### src/rtl/lsu_ctrl.sv
// Load/store unit controller: decodes RISC-V load/store funct3, aligns lanes for a
// single-beat memory access and returns an extended, error-tagged response.
module lsu_ctrl #(
  parameter int DATA_W  = 32,
  parameter int ADDR_W  = 32,
  parameter int TIMEOUT = 0
) (
  input  logic                clk,
  input  logic                rst,
  input  logic                req_valid,
  output logic                req_ready,
  input  logic                req_write,
  input  logic [2:0]          req_funct3,
  input  logic [ADDR_W-1:0]   req_addr,
  input  logic [DATA_W-1:0]   req_wdata,
  output logic                rsp_valid,
  input  logic                rsp_ready,
  output logic [DATA_W-1:0]   rsp_rdata,
  output logic                rsp_err,
  output logic [1:0]          rsp_err_code,
  output logic                mem_read,
  output logic                mem_write,
  output logic [ADDR_W-1:0]   mem_address,
  output logic [DATA_W/8-1:0] mem_byte_enable,
  output logic [DATA_W-1:0]   mem_wdata,
  input  logic [DATA_W-1:0]   mem_rdata,
  input  logic                mem_resp
);

  localparam int BE_W  = DATA_W / 8;
  localparam int OFF_W = $clog2(BE_W);

  // Handshakes: a transfer happens on a rising edge where valid and ready are both high;
  // valid never depends on ready, and payloads hold while valid waits for ready.
  typedef enum logic [1:0] {IDLE, ACCESS, RESP} state_t;

  state_t              state;
  logic [ADDR_W-1:0]   addr_q;
  logic [2:0]          funct3_q;
  logic                write_q;
  logic [DATA_W-1:0]   wdata_q;
  logic [31:0]         wait_cnt;
  logic [OFF_W-1:0]    req_off;
  logic [OFF_W-1:0]    off_q;
  logic                illegal;
  logic                misaligned;

  function automatic logic [DATA_W-1:0] extend_load(input logic [DATA_W-1:0] d,
                                                    input logic [1:0] sz,
                                                    input logic zext);
    logic [6:0]        nbits;
    logic [DATA_W-1:0] mask;
    logic              sign;
    nbits = 7'd8 << sz;
    if (nbits > 7'(DATA_W)) nbits = 7'(DATA_W);
    mask = {DATA_W{1'b1}} << nbits;
    sign = !zext && (|(d & (DATA_W'(1) << (nbits - 7'd1))));
    return sign ? (d | mask) : (d & ~mask);
  endfunction

  always_comb begin
    req_off    = req_addr[OFF_W-1:0];
    illegal    = (req_write && req_funct3[2])
              || (DATA_W == 32 && req_funct3[1:0] == 2'b11)
              || (DATA_W == 32 && !req_write && req_funct3 == 3'b110);
    misaligned = (req_off & OFF_W'((4'd1 << req_funct3[1:0]) - 4'd1)) != '0;
  end

  assign off_q     = addr_q[OFF_W-1:0];
  assign req_ready = (state == IDLE);
  assign rsp_valid = (state == RESP);

  // Lane outputs are gated by state so reset clears them without waiting for an edge.
  assign mem_address     = (state == ACCESS) ? {addr_q[ADDR_W-1:OFF_W], {OFF_W{1'b0}}} : '0;
  assign mem_byte_enable = (state == ACCESS)
                         ? BE_W'((9'd1 << (4'd1 << funct3_q[1:0])) - 9'd1) << off_q : '0;
  assign mem_wdata       = (state == ACCESS) ? (wdata_q << {off_q, 3'b000}) : '0;

  always_ff @(posedge clk or negedge rst) begin
    if (!rst) begin
      state        <= IDLE;
      addr_q       <= '0;
      funct3_q     <= '0;
      write_q      <= 1'b0;
      wdata_q      <= '0;
      wait_cnt     <= '0;
      mem_read     <= 1'b0;
      mem_write    <= 1'b0;
      rsp_rdata    <= '0;
      rsp_err      <= 1'b0;
      rsp_err_code <= 2'd0;
    end else begin
      case (state)
        IDLE: begin
          if (req_valid) begin
            addr_q    <= req_addr;
            funct3_q  <= req_funct3;
            write_q   <= req_write;
            wdata_q   <= req_wdata;
            wait_cnt  <= '0;
            rsp_rdata <= '0;
            if (illegal) begin
              rsp_err      <= 1'b1;
              rsp_err_code <= 2'd2;
              state        <= RESP;
            end else if (misaligned) begin
              rsp_err      <= 1'b1;
              rsp_err_code <= 2'd1;
              state        <= RESP;
            end else begin
              rsp_err      <= 1'b0;
              rsp_err_code <= 2'd0;
              mem_read     <= !req_write;
              mem_write    <= req_write;
              state        <= ACCESS;
            end
          end
        end
        ACCESS: begin
          // A completion in the final wait cycle takes priority over the timeout.
          if (mem_resp) begin
            mem_read  <= 1'b0;
            mem_write <= 1'b0;
            rsp_rdata <= write_q ? '0
                       : extend_load(mem_rdata >> {off_q, 3'b000}, funct3_q[1:0], funct3_q[2]);
            state     <= RESP;
          end else begin
            wait_cnt <= wait_cnt + 32'd1;
            if (TIMEOUT != 0 && wait_cnt == 32'(TIMEOUT - 1)) begin
              mem_read     <= 1'b0;
              mem_write    <= 1'b0;
              rsp_err      <= 1'b1;
              rsp_err_code <= 2'd3;
              state        <= RESP;
            end
          end
        end
        RESP: begin
          if (rsp_ready) begin
            rsp_rdata    <= '0;
            rsp_err      <= 1'b0;
            rsp_err_code <= 2'd0;
            state        <= IDLE;
          end
        end
        default: state <= IDLE;
      endcase
    end
  end

endmodule

### config.mk
export PLATFORM = sky130hd
export DESIGN_NAME = lsu_ctrl
export DESIGN_NICKNAME = d
export VERILOG_FILES = /design/src/rtl/lsu_ctrl.sv
export SDC_FILE = /design/constraint.sdc
export NUM_CORES = 1
export LEC_CHECK = 0
export CORE_MARGIN = 10
export CORE_UTILIZATION = 45
export DETAILED_ROUTE_END_ITERATION = 8
export GPL_ROUTABILITY_DRIVEN = 0
export PLACE_DENSITY = 0.82
export SKIP_CTS_REPAIR_TIMING = 1
export SKIP_LAST_GASP = 1
export SYNTH_ARGS = -nofsm -noshare
export SYNTH_HDL_FRONTEND = slang
export SYNTH_SLANG_ARGS = --single-unit
### constraint.sdc
create_clock -name clk -period 2.85 [get_ports clk]
set_clock_uncertainty 0.15 [all_clocks]
set_input_delay 0.4275 -clock clk [delete_from_list [all_inputs] [get_ports clk]]
set_output_delay 0.4275 -clock clk [all_outputs]
set_load 0.01 [all_outputs]
# Yosys cells after proc, flatten, opt, wreduce, memory -nomap -nowiden
# Cells that the tools add are included.
# totals
out_inout_bits	107
latch_bits	0
mem_count	0
input_bits	105
mem_bits_ro	0
mem_bits_rw	0
wordCells	91
regBits	107
# classes
div	0
n_bitwise	5
eq_ne	9
mux	36
n_mul	0
reduce_logical	18
n_shift	9
add_sub_neg	3
order_cmp	1
# ops
op	n
32-bit two-way mux	7
32-bit case mux with 3 select lines	1
32-bit bitwise AND	2
32-bit NOT	1
32-bit OR	1
32-bit OR reduction	1
1-bit by 7-bit << shifter with 32-bit output (first input constant)	1
32-bit by 5-bit << shifter with 32-bit output	1
32-bit by 7-bit << shifter with 32-bit output (first input constant)	1
32-bit by 5-bit right shift with 32-bit output	1
7-bit two-way mux	3
2-bit two-way mux	7
1-bit two-way mux	12
2-bit inequality test (second input constant)	4
7-bit by 6-bit greater-than comparator with 1-bit output (second input constant)	1
4-bit by 2-bit << shifter with 7-bit output (first input constant)	1
7-bit by 1-bit subtractor with 7-bit output (second input constant)	1
1-bit case mux with 2 select lines	3
2-bit case mux with 3 select lines	1
3-bit AND reduction	2
2-bit nonzero test	3
5-bit AND reduction	1
2-bit equality test (second input constant)	2
4-bit two-way mux	1
other kinds (18)	22

# Depth between registers and ports, before layout
# logic_depth
word_depth	14
depth_mapped	9

# Worst setup path before layout
# OpenSTA, ideal clock, no wires.
# synth_path
path_kind	reg-to-reg
start	register funct3_q[1]
end	register rsp_rdata[23]
n_path_buf	2
setup_slack_ns	0.642
setup_ns	0.126
stages_incl_launch_ff	10
arrival_ns	1.932
t_required_ns	2.574
cell_sequence	dfrtp_1 > buf_2 > nor2_1 > inv_1 > ha_1 > xnor2_1 > a32oi_2 > a31oi_4 > buf_6 > a221o_1
# synth_between
elab_chain_cells	14
# synth_rtl
element	line	source
start, declared	39	logic [2:0] funct3_q;
start signal, assigned	97	funct3_q <= req_funct3;
4-bit by 2-bit << shifter with 7-bit output *	54	nbits = 7'd8 << sz;
7-bit by 6-bit greater-than comparator with 1-bit output	55	if (nbits > 7'(DATA_W)) nbits = 7'(DATA_W);
7-bit two-way mux *	55	
7-bit two-way mux *	121	if (mem_resp) begin
7-bit two-way mux *	93	case (state)
7-bit by 1-bit subtractor with 7-bit output	57	sign = !zext && (|(d & (DATA_W'(1) << (nbits - 7'd1))));
1-bit by 7-bit << shifter with 32-bit output	57	
32-bit bitwise AND	57	
32-bit OR reduction	57	
1-bit logical AND	57	
32-bit two-way mux *	58	return sign ? (d | mask) : (d & ~mask);
32-bit two-way mux *	124	rsp_rdata <= write_q ? '0
32-bit two-way mux *	121	
32-bit case mux with 3 select lines *	93	
end signal, assigned	124	
end, declared	18	output logic [DATA_W-1:0] rsp_rdata,
# Mark *: on every way between the ends. The rest lies on a longest branch, timed or not. The select of a mux whose other input is x is not followed.
# A chain may end at the register's enable or synchronous reset.

# Final worst setup path
# layout_path
start	register addr_q[0]
end	output mem_byte_enable[2]
# layout_between
elab_chain_cells	2
# layout_rtl
element	line	source
start, declared	38	logic [ADDR_W-1:0] addr_q;
start signal, assigned	96	addr_q <= req_addr;
4-bit by 2-bit << shifter with 4-bit output	76	? BE_W'((9'd1 << (4'd1 << funct3_q[1:0])) - 9'd1) << off_q : '0;
4-bit two-way mux	76	
end, declared	24	output logic [DATA_W/8-1:0] mem_byte_enable,
# Every way passes these cells.

==> flow_metrics.tcl <==
set metrics [dict create \
    antenna_found_initial 0 \
    htree_levels 3 \
    final_cell_mix "208 x clkdlybuf4s50_1, 104 x dfrtp_1, 82 x mux2_2, 39 x and2_1, 35 x nor2_1" \
    finalMaxSlewViolations 0 \
    p_int_w 0.00405 \
    port-buffer-count 209 \
    fillers 918 \
    vias_per_cell 5.60 \
    status "finished, final reports clean" \
    crit_required_ns 2.27 \
    nets 783 \
    wl_mm 18.0 \
    ys_ff_latch 107 \
    max_slew_margin_pct 47.4 \
    initial_utilization_pct 46.1 \
    leakage_nw 3.30 \
    grt_max_degree 73 \
    core-area_sq_mm 0.0120 \
    grt_pass1_vias 4993 \
    dr.first_iter.drc_count 307 \
    post-route-period-util_pct 98.5 \
    synth_warnings 0 \
    cts_tree "built" \
    r2r_slack_ns 0.42 \
    cts_root_buf "clkbuf_16" \
    worstSetupStartpointType "register" \
    synth_ff_type "dfrtp_1" \
    n_antenna_cell 0 \
    dieArea_sq_mm 0.0171 \
    swShare_pct 34.4 \
    drc 0 \
    p_sw_w 0.00213 \
    grt_pass1_wl_mm 28.1 \
    setup-violations-final 0 \
    ir_worst_vdd_v 0.000431 \
    arrival_ns 2.23 \
    path_max_fanout 31 \
    ant_nets 0 \
    syn_inst 480 \
    syn_area_sq_mm 0.00554 \
    crit_type "register to output port" \
    hold_viol_final 0 \
    r2r-start "funct3_q[1]" \
    powerDensity_mw_per_mm2 766 \
    layout_setup_ws_ns 0.0415 \
    rr_worst_depth 7 \
    vias 4634 \
    synth_edf_count 0 \
    cts_buffers 9 \
    path_clk_slew_ns 0.07 \
    drive_gt1_share_pct 18.7 \
    ios 212 \
    die_height_um 131 \
    synthArstFlopShare_pct 100 \
    cp-end-kind "output port" \
    timing.fmax_mhz 356 \
    synth_area_per_cell_sq_um 11.5 \
    wl_per_cell_um 21.8 \
    tightest_slew_ns 0.788 \
    dp_hpwl_mm 13.6 \
    first_pass_iters 4 \
    fin_crit_ns 2.81 \
    power_frac_seq_pct 39.0 \
    gr-total-overflow 0 \
    pwr-share-comb_pct 41.5 \
    final_common_cell "clkdlybuf4s50_1" \
    globalRouteTotalUtil_pct 21.0 \
    rows 40 \
    p_clk_share_pct 19.5 \
    insertion_delay_ns 0.35 \
    reg2reg_to "rsp_rdata[24]" \
    ys_seq_area_share_pct 48.4 \
    rsz0062_at_grt "true" \
    die_w_um 131 \
    hold_ws_ns 0.00188 \
    clock_path_buffers 2 \
    area_delta_synth_final_pct 45.5 \
    pre_cts_ws_ns 0.298 \
    max_cap_viol_count 0 \
    min_path_type "primary input to asynchronous set/reset pin" \
    synth_cell_types 43 \
    cts_sinks 107 \
]
cells by family (layout without fill, tap and decap cells):
group / count (synthesis) / count (layout) / synth area share [%]
multiplexers: 111 / 111 / 22.2
AND/OR/NAND/NOR: 120 / 120 / 11.5
AO/OA/AOI/OAI: 92 / 92 / 13.1
flip-flops: 107 / 107 / 48.4
XOR/XNOR: 1 / 1 / 0.158
buffers and inverters: 46 / 245 / 4.07
other: 1 / 2 / 0.0677
adder cells (fa/ha/maj): 2 / 2 / 0.452
synth_stat cells, drive strengths merged, types with 2 or more instances:
cell type / n / area, sq um
inv: 6 / 22.5
buf: 25 / 146
mux2i: 27 / 270
and2: 40 / 250
mux2: 83 / 938
a22o: 2 / 17.5
nor3b: 3 / 27.5
nor2b: 10 / 62.6
nand2: 19 / 71.3
nor3: 2 / 10.0
o2bb2ai: 8 / 70.1
dfrtp: 107 / 2680
a211oi: 16 / 120
ha: 2 / 25.0
a21oi: 10 / 50.1
nor2: 35 / 131
o21ai: 23 / 115
clkbuf: 15 / 56.3
nand2b: 5 / 31.3
a221o: 24 / 240
sequential cells by signal, indices dropped and copies added, names as in the netlist:
name / flops
wdata_q: 32
mem_write: 1
addr_q: 32
mem_read: 1
rsp_err_code: 2
state: 2
rsp_err: 1
funct3_q: 3
rsp_rdata: 32
write_q: 1
worst max-delay path, stage by stage, from the launching register on:
cell and delay (ns):
dfrtp_2 0.48, buf_4 0.36, nand2_1 0.15, a221oi_1 0.29
clkdlybuf4s50_1 0.60
worst max path at each step:
stage / start / end / slack [ns] / cells after the start
4_1_cts: state[0] / mem_byte_enable[2] / -0.1 / 3
5_1_grt: addr_q[0] / mem_byte_enable[2] / -0.07 / 4
3_5_place_dp: state[0] / mem_byte_enable[2] / 0.30 / 3
6_report: addr_q[0] / mem_byte_enable[2] / 0.04 / 4
3_3_place_gp: addr_q[1] / mem_wdata[23] / 0.36 / 4
2_1_floorplan: funct3_q[1] / rsp_rdata[23] / 0.64 / 9
power by group through the flow:
stage	Sequential (W)	Combinational, W	Clock (W)
2_1_floorplan	0.00228	0.00171	0
3_3_place_gp	0.00239	0.00248	0
3_5_place_dp	0.00242	0.00255	0
4_1_cts	0.00240	0.00257	0.00123
5_1_grt	0.00247	0.00278	0.00129
6_report	0.00240	0.00256	0.00120
metal layers:
layer / vias to the layer above / track usage (%) / wire length (um)
met1: 2263 / 23.0 / 6600
met5: - / 0 / 0
met3: 26 / 9.95 / 2410
met4: 0 / 6.74 / 297
met2: 228 / 35.2 / 8740
li1: 2117 / - / -
through the flow:
stage          area (sq um)  setup TNS (ns)  utilization, %  instances  power, W
3_5_place_dp           7770               0            64.7        812   0.00497
3_3_place_gp           7770               0            64.7        812   0.00487
4_1_cts                8040          -0.696            67.0        827   0.00620
5_1_grt                8060         -0.0702            67.1        827   0.00654
2_1_floorplan          5540               0               -        481   0.00400
6_report               8060               0            67.1        827   0.00617
cell type report:
cell class              instances  area, sq um  area share [%]
clock buffers                  12          236            2.94
clock inverters                 3         40.0           0.497
inverters                       6         22.5           0.280
multi-input cells             328         2650            32.9
flip-flops and latches        107         2680            33.3
well taps                     147          184            2.28
repair buffers                224         2240            27.8
Power figures use the tool's default switching activity.
